<file path="config.mk">
export PLATFORM = sky130hd
export DESIGN_NAME = cabac_decode_bin_core
export DESIGN_NICKNAME = d
export VERILOG_FILES = /design/src/rtl/cabac_pkg.sv /design/src/rtl/cabac_renorm.sv /design/src/rtl/cabac_decode_bin_core.sv
export SDC_FILE = /design/constraint.sdc
export NUM_CORES = 1
export LEC_CHECK = 0
export ABC_AREA = 0
export CAP_MARGIN = 20
export CORE_MARGIN = 3
export CORE_UTILIZATION = 45
export DETAILED_ROUTE_END_ITERATION = 7
export PLACE_DENSITY = 0.66
export SLEW_MARGIN = 20
export SYNTH_ARGS = -nofsm -noshare
export SYNTH_HDL_FRONTEND = slang
export SYNTH_SLANG_ARGS = --single-unit
export TNS_END_PERCENT = 50
</file>
<file path="constraint.sdc">
create_clock -name vclk -period 19.6
set_input_delay 5.88 -clock vclk [all_inputs]
set_output_delay 5.88 -clock vclk [all_outputs]
set_load 0.02 [all_outputs]
</file>
<file path="src/rtl/cabac_pkg.sv">
`default_nettype none
// +--------------------------------------------------------------------------+
// | Package    : cabac_pkg                                                   |
// | Description: HEVC CABAC regular-bin constants: LPS range table, LPS      |
// |              state transition table, state/range limits.                 |
// | Revision   : 1.0 - initial release                                       |
// +--------------------------------------------------------------------------+
package cabac_pkg;

   localparam logic [5:0] MAX_PSTATE = 6'd62;
   localparam logic [8:0] RANGE_MIN  = 9'd256;

   // rangeTabLps indexed [pStateIdx][qRangeIdx]
   localparam logic [7:0] RANGE_TAB_LPS [0:63][0:3] = '{
      '{8'd128, 8'd176, 8'd208, 8'd240}, '{8'd128, 8'd167, 8'd197, 8'd227},
      '{8'd128, 8'd158, 8'd187, 8'd216}, '{8'd123, 8'd150, 8'd178, 8'd205},
      '{8'd116, 8'd142, 8'd169, 8'd195}, '{8'd111, 8'd135, 8'd160, 8'd185},
      '{8'd105, 8'd128, 8'd152, 8'd175}, '{8'd100, 8'd122, 8'd144, 8'd166},
      '{8'd95,  8'd116, 8'd137, 8'd158}, '{8'd90,  8'd110, 8'd130, 8'd150},
      '{8'd85,  8'd104, 8'd123, 8'd142}, '{8'd81,  8'd99,  8'd117, 8'd135},
      '{8'd77,  8'd94,  8'd111, 8'd128}, '{8'd73,  8'd89,  8'd105, 8'd122},
      '{8'd69,  8'd85,  8'd100, 8'd116}, '{8'd66,  8'd80,  8'd95,  8'd110},
      '{8'd62,  8'd76,  8'd90,  8'd104}, '{8'd59,  8'd72,  8'd86,  8'd99},
      '{8'd56,  8'd69,  8'd81,  8'd94},  '{8'd53,  8'd65,  8'd77,  8'd89},
      '{8'd51,  8'd62,  8'd73,  8'd85},  '{8'd48,  8'd59,  8'd69,  8'd80},
      '{8'd46,  8'd56,  8'd66,  8'd76},  '{8'd43,  8'd53,  8'd63,  8'd72},
      '{8'd41,  8'd50,  8'd59,  8'd69},  '{8'd39,  8'd48,  8'd56,  8'd65},
      '{8'd37,  8'd45,  8'd54,  8'd62},  '{8'd35,  8'd43,  8'd51,  8'd59},
      '{8'd33,  8'd41,  8'd48,  8'd56},  '{8'd32,  8'd39,  8'd46,  8'd53},
      '{8'd30,  8'd37,  8'd43,  8'd50},  '{8'd29,  8'd35,  8'd41,  8'd48},
      '{8'd27,  8'd33,  8'd39,  8'd45},  '{8'd26,  8'd31,  8'd37,  8'd43},
      '{8'd24,  8'd30,  8'd35,  8'd41},  '{8'd23,  8'd28,  8'd33,  8'd39},
      '{8'd22,  8'd27,  8'd32,  8'd37},  '{8'd21,  8'd26,  8'd30,  8'd35},
      '{8'd20,  8'd24,  8'd29,  8'd33},  '{8'd19,  8'd23,  8'd27,  8'd31},
      '{8'd18,  8'd22,  8'd26,  8'd30},  '{8'd17,  8'd21,  8'd25,  8'd28},
      '{8'd16,  8'd20,  8'd23,  8'd27},  '{8'd15,  8'd19,  8'd22,  8'd25},
      '{8'd14,  8'd18,  8'd21,  8'd24},  '{8'd14,  8'd17,  8'd20,  8'd23},
      '{8'd13,  8'd16,  8'd19,  8'd22},  '{8'd12,  8'd15,  8'd18,  8'd21},
      '{8'd12,  8'd14,  8'd17,  8'd20},  '{8'd11,  8'd14,  8'd16,  8'd19},
      '{8'd11,  8'd13,  8'd15,  8'd18},  '{8'd10,  8'd12,  8'd15,  8'd17},
      '{8'd10,  8'd12,  8'd14,  8'd16},  '{8'd9,   8'd11,  8'd13,  8'd15},
      '{8'd9,   8'd11,  8'd12,  8'd14},  '{8'd8,   8'd10,  8'd12,  8'd14},
      '{8'd8,   8'd9,   8'd11,  8'd13},  '{8'd7,   8'd9,   8'd11,  8'd12},
      '{8'd7,   8'd9,   8'd10,  8'd12},  '{8'd7,   8'd8,   8'd10,  8'd11},
      '{8'd6,   8'd8,   8'd9,   8'd11},  '{8'd6,   8'd7,   8'd9,   8'd10},
      '{8'd6,   8'd7,   8'd8,   8'd9},   '{8'd2,   8'd2,   8'd2,   8'd2}
   };

   // transIdxLps indexed [pStateIdx]
   localparam logic [5:0] TRANS_IDX_LPS [0:63] = '{
      6'd0,  6'd0,  6'd1,  6'd2,  6'd2,  6'd4,  6'd4,  6'd5,
      6'd6,  6'd7,  6'd8,  6'd9,  6'd9,  6'd11, 6'd11, 6'd12,
      6'd13, 6'd13, 6'd15, 6'd15, 6'd16, 6'd16, 6'd18, 6'd18,
      6'd19, 6'd19, 6'd21, 6'd21, 6'd22, 6'd22, 6'd23, 6'd24,
      6'd24, 6'd25, 6'd26, 6'd26, 6'd27, 6'd27, 6'd28, 6'd29,
      6'd29, 6'd30, 6'd30, 6'd30, 6'd31, 6'd32, 6'd32, 6'd33,
      6'd33, 6'd33, 6'd34, 6'd34, 6'd35, 6'd35, 6'd35, 6'd36,
      6'd36, 6'd36, 6'd37, 6'd37, 6'd37, 6'd38, 6'd38, 6'd63
   };

endpackage : cabac_pkg
`default_nettype wire

</file>
<file path="src/rtl/cabac_renorm.sv">
`default_nettype none
// +--------------------------------------------------------------------------+
// | Module     : cabac_renorm                                                |
// | Description: CABAC renormalisation. Counts leading zeros of the 9-bit    |
// |              range (clamped to 6), shifts range and offset left by that  |
// |              count and fills the offset LSBs from the look-ahead bits.   |
// | Revision   : 1.0 - initial release                                       |
// +--------------------------------------------------------------------------+
module cabac_renorm
   import cabac_pkg::*;
(
   input  logic [8:0] i_range,
   input  logic [8:0] i_offset,
   input  logic [5:0] i_rbsp,
   output logic [8:0] o_range,
   output logic [8:0] o_offset,
   output logic [2:0] o_len
);

   logic [2:0] w_len;

   // Leading-zero count; anything needing more than 6 shifts saturates at 6
   always_comb begin
      w_len = 3'd6;
      if (i_range >= RANGE_MIN) w_len = 3'd0;
      else if (i_range[7])      w_len = 3'd1;
      else if (i_range[6])      w_len = 3'd2;
      else if (i_range[5])      w_len = 3'd3;
      else if (i_range[4])      w_len = 3'd4;
      else if (i_range[3])      w_len = 3'd5;
   end

   // Bit 5 of the look-ahead is the first bit shifted into the offset
   always_comb begin
      o_len    = w_len;
      o_range  = i_range << w_len;
      o_offset = (i_offset << w_len) | ({3'b000, i_rbsp} >> (3'd6 - w_len));
   end

endmodule : cabac_renorm
`default_nettype wire

</file>
<file path="src/rtl/cabac_decode_bin_core.sv">
`default_nettype none
// +--------------------------------------------------------------------------+
// | Module     : cabac_decode_bin_core                                       |
// | Description: HEVC CABAC regular (context-coded) bin decode: LPS table    |
// |              lookup, MPS/LPS decision, context update, renormalisation.  |
// |              Macro CABAC_DECODE_BIN_REG_OUT_EN registers all outputs     |
// |              (1-cycle latency); otherwise the block is combinational.    |
// | Revision   : 1.0 - initial release                                       |
// +--------------------------------------------------------------------------+
module cabac_decode_bin_core
   import cabac_pkg::*;
(
   input  logic       clk,
   input  logic       rst,
   input  logic [8:0] i_ivlCurrRange,
   input  logic [8:0] i_ivlOffset,
   input  logic [5:0] i_pStateIdx,
   input  logic       i_valMps,
   input  logic [5:0] i_rbsp_in,
   output logic [8:0] o_ivlCurrRange,
   output logic [8:0] o_ivlOffset,
   output logic [5:0] o_pStateIdx,
   output logic       o_valMps,
   output logic       o_binVal,
   output logic [2:0] o_output_len
);

   logic [5:0] w_pst_idx;
   logic [1:0] w_q_idx;
   logic [8:0] w_rlps;
   logic [8:0] w_rmps;
   logic       w_is_lps;
   logic [8:0] w_rng_pre;
   logic [8:0] w_off_pre;
   logic [5:0] w_pst_nxt;
   logic       w_mps_nxt;
   logic       w_bin;
   logic [8:0] w_rng_out;
   logic [8:0] w_off_out;
   logic [2:0] w_len;

   // State 63 is not a legal context state; decode it as 62
   assign w_pst_idx = (i_pStateIdx > MAX_PSTATE) ? MAX_PSTATE : i_pStateIdx;
   assign w_q_idx   = i_ivlCurrRange[7:6];
   assign w_rlps    = {1'b0, RANGE_TAB_LPS[w_pst_idx][w_q_idx]};
   assign w_rmps    = i_ivlCurrRange - w_rlps;
   assign w_is_lps  = (i_ivlOffset >= w_rmps);

   // MPS/LPS decision and context state transition
   always_comb begin
      w_bin     = i_valMps;
      w_rng_pre = w_rmps;
      w_off_pre = i_ivlOffset;
      w_mps_nxt = i_valMps;
      w_pst_nxt = (w_pst_idx == MAX_PSTATE) ? MAX_PSTATE : w_pst_idx + 6'd1;
      if (w_is_lps) begin
         w_bin     = ~i_valMps;
         w_rng_pre = w_rlps;
         w_off_pre = i_ivlOffset - w_rmps;
         w_pst_nxt = TRANS_IDX_LPS[w_pst_idx];
         if (w_pst_idx == 6'd0) begin
            w_mps_nxt = ~i_valMps;
         end
      end
   end

   cabac_renorm u_renorm (
      .i_range  (w_rng_pre),
      .i_offset (w_off_pre),
      .i_rbsp   (i_rbsp_in),
      .o_range  (w_rng_out),
      .o_offset (w_off_out),
      .o_len    (w_len)
   );

`ifdef CABAC_DECODE_BIN_REG_OUT_EN
   logic [8:0] r_rng;
   logic [8:0] r_off;
   logic [5:0] r_pst;
   logic       r_mps;
   logic       r_bin;
   logic [2:0] r_len;

   // Output register; reset drops any in-flight result
   always_ff @(posedge clk) begin
      if (rst) begin
         r_rng <= 9'd510;
         r_off <= 9'd0;
         r_pst <= 6'd0;
         r_mps <= 1'b0;
         r_bin <= 1'b0;
         r_len <= 3'd0;
      end else begin
         r_rng <= w_rng_out;
         r_off <= w_off_out;
         r_pst <= w_pst_nxt;
         r_mps <= w_mps_nxt;
         r_bin <= w_bin;
         r_len <= w_len;
      end
   end

   assign o_ivlCurrRange = r_rng;
   assign o_ivlOffset    = r_off;
   assign o_pStateIdx    = r_pst;
   assign o_valMps       = r_mps;
   assign o_binVal       = r_bin;
   assign o_output_len   = r_len;
`else
   // Zero-latency build: clock and reset are not used
   logic w_unused_clk_rst;
   assign w_unused_clk_rst = clk ^ rst;

   assign o_ivlCurrRange = w_rng_out;
   assign o_ivlOffset    = w_off_out;
   assign o_pStateIdx    = w_pst_nxt;
   assign o_valMps       = w_mps_nxt;
   assign o_binVal       = w_bin;
   assign o_output_len   = w_len;
`endif

endmodule : cabac_decode_bin_core
`default_nettype wire

</file>
==> flow_summary.ini <==
[final_layout]
clockBufferCount = 0
diodes = 0
flops_and_latches = 0
nNetsFinal = 864
drive_gt1_frac = 0.169
stdcell_count = 935
ff_latch_area_um2 = 0
fillers = 1036
synthToLayoutAreaGrowth_pct = 22.0

[outcome]
violations = design-rule violations
status = finished, violations left

[yosys]
synth.avg_cell_area_um2 = 6.62
syn_inst = 734
netlist_area_um2 = 4860
synth-seq-area-share = 0
ys_warn_count = 0
synth_cell_types = 97
synth_nets = 797

[routing]
drcViolationCount = 1
drt_iter0_markers = 1088
ant_nets = 0
vias_per_cell = 6.89
dr.pass1.iters = 8
vias = 6438
routed_wl_mm = 20.0
post_drt_wl_per_cell_um = 21.4

[sta]
drv_slew = 0
max_freq_mhz = 52.1
fin_crit_ns = 19.18
period_share = 0.979
setup_violations = 0
relSlewSlack = 0.464
rsz0062_at_grt = yes
tightest_slew_ns = 0.801
hold_viol_final = 0
setup_slack_ns = 0.419

[grt]
antenna_found_initial = 0
grt_pass1_wl_mm = 30.9
grt_start_max_net_pins = 98
grt_pass1_vias = 5780
track_usage = 0.320
grt_overflow = 0

[die]
row_count = 37
ios = 62
dieArea_um2 = 12100
coreArea_um2 = 10400
chipHeight_um = 110
dieWidth_um = 110
initial_core_util = 0.467

[critical_path]
path_class = in2out
arrival_ns = 13.30
critical-path-slowest-cell = mux4_2
endpoint_kind = output port
path_max_fanout = 14
startpoint_type = input pin
worst-path-buf-inv = 6
cpPeakStageDelay_ns = 0.53
cp.depth = 31
worstPathRequired_ns = 13.72
crit_top_cell = buf_4
crit_family = compound AO/OA/AOI/OAI gates

[power]
finalPower_uw = 612
peakVddDrop_v = 0.0000905
seq_power_share = 0
sw_frac_of_total = 0.559
combinationalPowerShare = 1.000
clockPowerShare = 0
power_density_nw_per_um2 = 103
power_leakage_uw = 0.00242
p_int_uw = 270
switching_power_uw = 342

[place]
gp_congestion = 1.06
place_ws_ns = -0.134
dp.cells = 934
hpwl_mm = 14.7
io_buffers = 60

[flow_run]
maxCapViolations = 0

[clock_tree]
hold_buffers = 0

[worst_hold_path]
hold_class = in2out
min_path_cells = 5
layout make-up:
cell class | instances | area, um2 | share of cell area
Inverter | 31 | 119 | 0.0201
Multi-Input combinational cell | 633 | 4420 | 0.746
Timing Repair Buffer | 135 | 1220 | 0.206
Tap cell | 136 | 170 | 0.0287
logic make-up (layout without fill, tap and decap cells):
kind of cell | after synthesis | after routing | synth area share
adders and majority gates | 31 | 31 | 0.0824
buffers and inverters | 101 | 166 | 0.0988
muxes | 20 | 20 | 0.0607
and+or+nand+nor | 256 | 256 | 0.274
AOI/OAI and AO/OA | 308 | 308 | 0.445
xor gates and xnor gates | 18 | 18 | 0.0391
synthesized netlist by cell type, types with 7 or more instances:
| library cell | instances | area [um2] |
|---|---|---|
| nor3_1 | 21 | 105 |
| o211ai_1 | 22 | 165 |
| mux2i_1 | 9 | 90.1 |
| o21ai_0 | 52 | 260 |
| nor2b_1 | 24 | 150 |
| nor2_1 | 57 | 214 |
| inv_1 | 27 | 101 |
| buf_2 | 25 | 125 |
| mux4_2 | 7 | 158 |
| o22ai_1 | 7 | 43.8 |
| o21ai_1 | 12 | 60.1 |
| or3_1 | 7 | 43.8 |
| buf_4 | 12 | 90.1 |
| or2_2 | 8 | 50.1 |
| o21a_1 | 10 | 75.1 |
| clkbuf_1 | 24 | 90.1 |
| a31oi_1 | 17 | 106 |
| nand2b_1 | 22 | 138 |
| a221oi_1 | 11 | 96.3 |
| ha_1 | 28 | 350 |
| a211oi_1 | 15 | 113 |
| xor2_1 | 7 | 61.3 |
| o221ai_1 | 12 | 105 |
| xnor2_1 | 9 | 78.8 |
| a21o_1 | 7 | 52.6 |
| a21oi_1 | 67 | 335 |
| nand3_1 | 15 | 75.1 |
| nand2_1 | 59 | 221 |
path summary, 6_finish.rpt:
path,from,end,slack (ns)
setup / recovery,i_pStateIdx[5],o_ivlCurrRange[6],0.42
hold / removal,i_rbsp_in[0],o_ivlOffset[0],12.80
power by group through the flow:
stage / logic, uW / registers, uW / clock network (uW)
global route: 658 / 0 / 0
finish: 612 / 0 / 0
global placement: 598 / 0 / 0
floorplan: 382 / 0 / 0
detailed placement: 605 / 0 / 0
CTS: 605 / 0 / 0
metrics by stage:
step	util	hold slack, ns	TNS [ns]	cell area, um2
6_report	0.569	12.80	0	5930
5_1_grt	0.569	12.86	-0.0659	5930
4_1_cts	0.562	12.83	0	5850
3_5_place_dp	0.561	12.79	-0.243	5840
3_3_place_gp	0.561	12.77	0	5840
2_1_floorplan	-	11.89	0	4860
routing by layer:
metal / global-route usage / part of all wire / vias up
met5: 0 / 0 / -
met4: 0.0686 / 0.027 / 0
met3: 0.0681 / 0.13 / 80
met2: 0.461 / 0.41 / 445
met1: 0.482 / 0.43 / 2983
li1: - / - / 2930
repair_timing:
item | 4_1_cts | 5_1_grt
pin swaps | 0 | 1
gates resized for setup | 4 | 24
setup buffers | 0 | 1
endpoints found under the setup margin | 9 | 18
cells in the final DEF (no fill, tap or decap), types with 8 or more instances in the layout:
| master | instances |
|---|---|
| mux2i_1 | 9 |
| nor2_1 | 57 |
| a211oi_1 | 15 |
| inv_1 | 27 |
| nor3_1 | 20 |
| clkdlybuf4s50_1 | 40 |
| xnor2_1 | 9 |
| nor2b_1 | 24 |
| ha_1 | 25 |
| a21oi_1 | 67 |
| dlymetal6s2s_1 | 14 |
| nand3_1 | 15 |
| buf_4 | 71 |
| a31oi_1 | 17 |
| or2_2 | 8 |
| o21ai_1 | 11 |
| nand2_1 | 59 |
| o221ai_1 | 12 |
| nand2b_1 | 22 |
| a221oi_1 | 11 |
| o211ai_1 | 22 |
| o21ai_0 | 52 |
| o21a_1 | 10 |
Note: power is estimated with default switching activity, not from simulation.
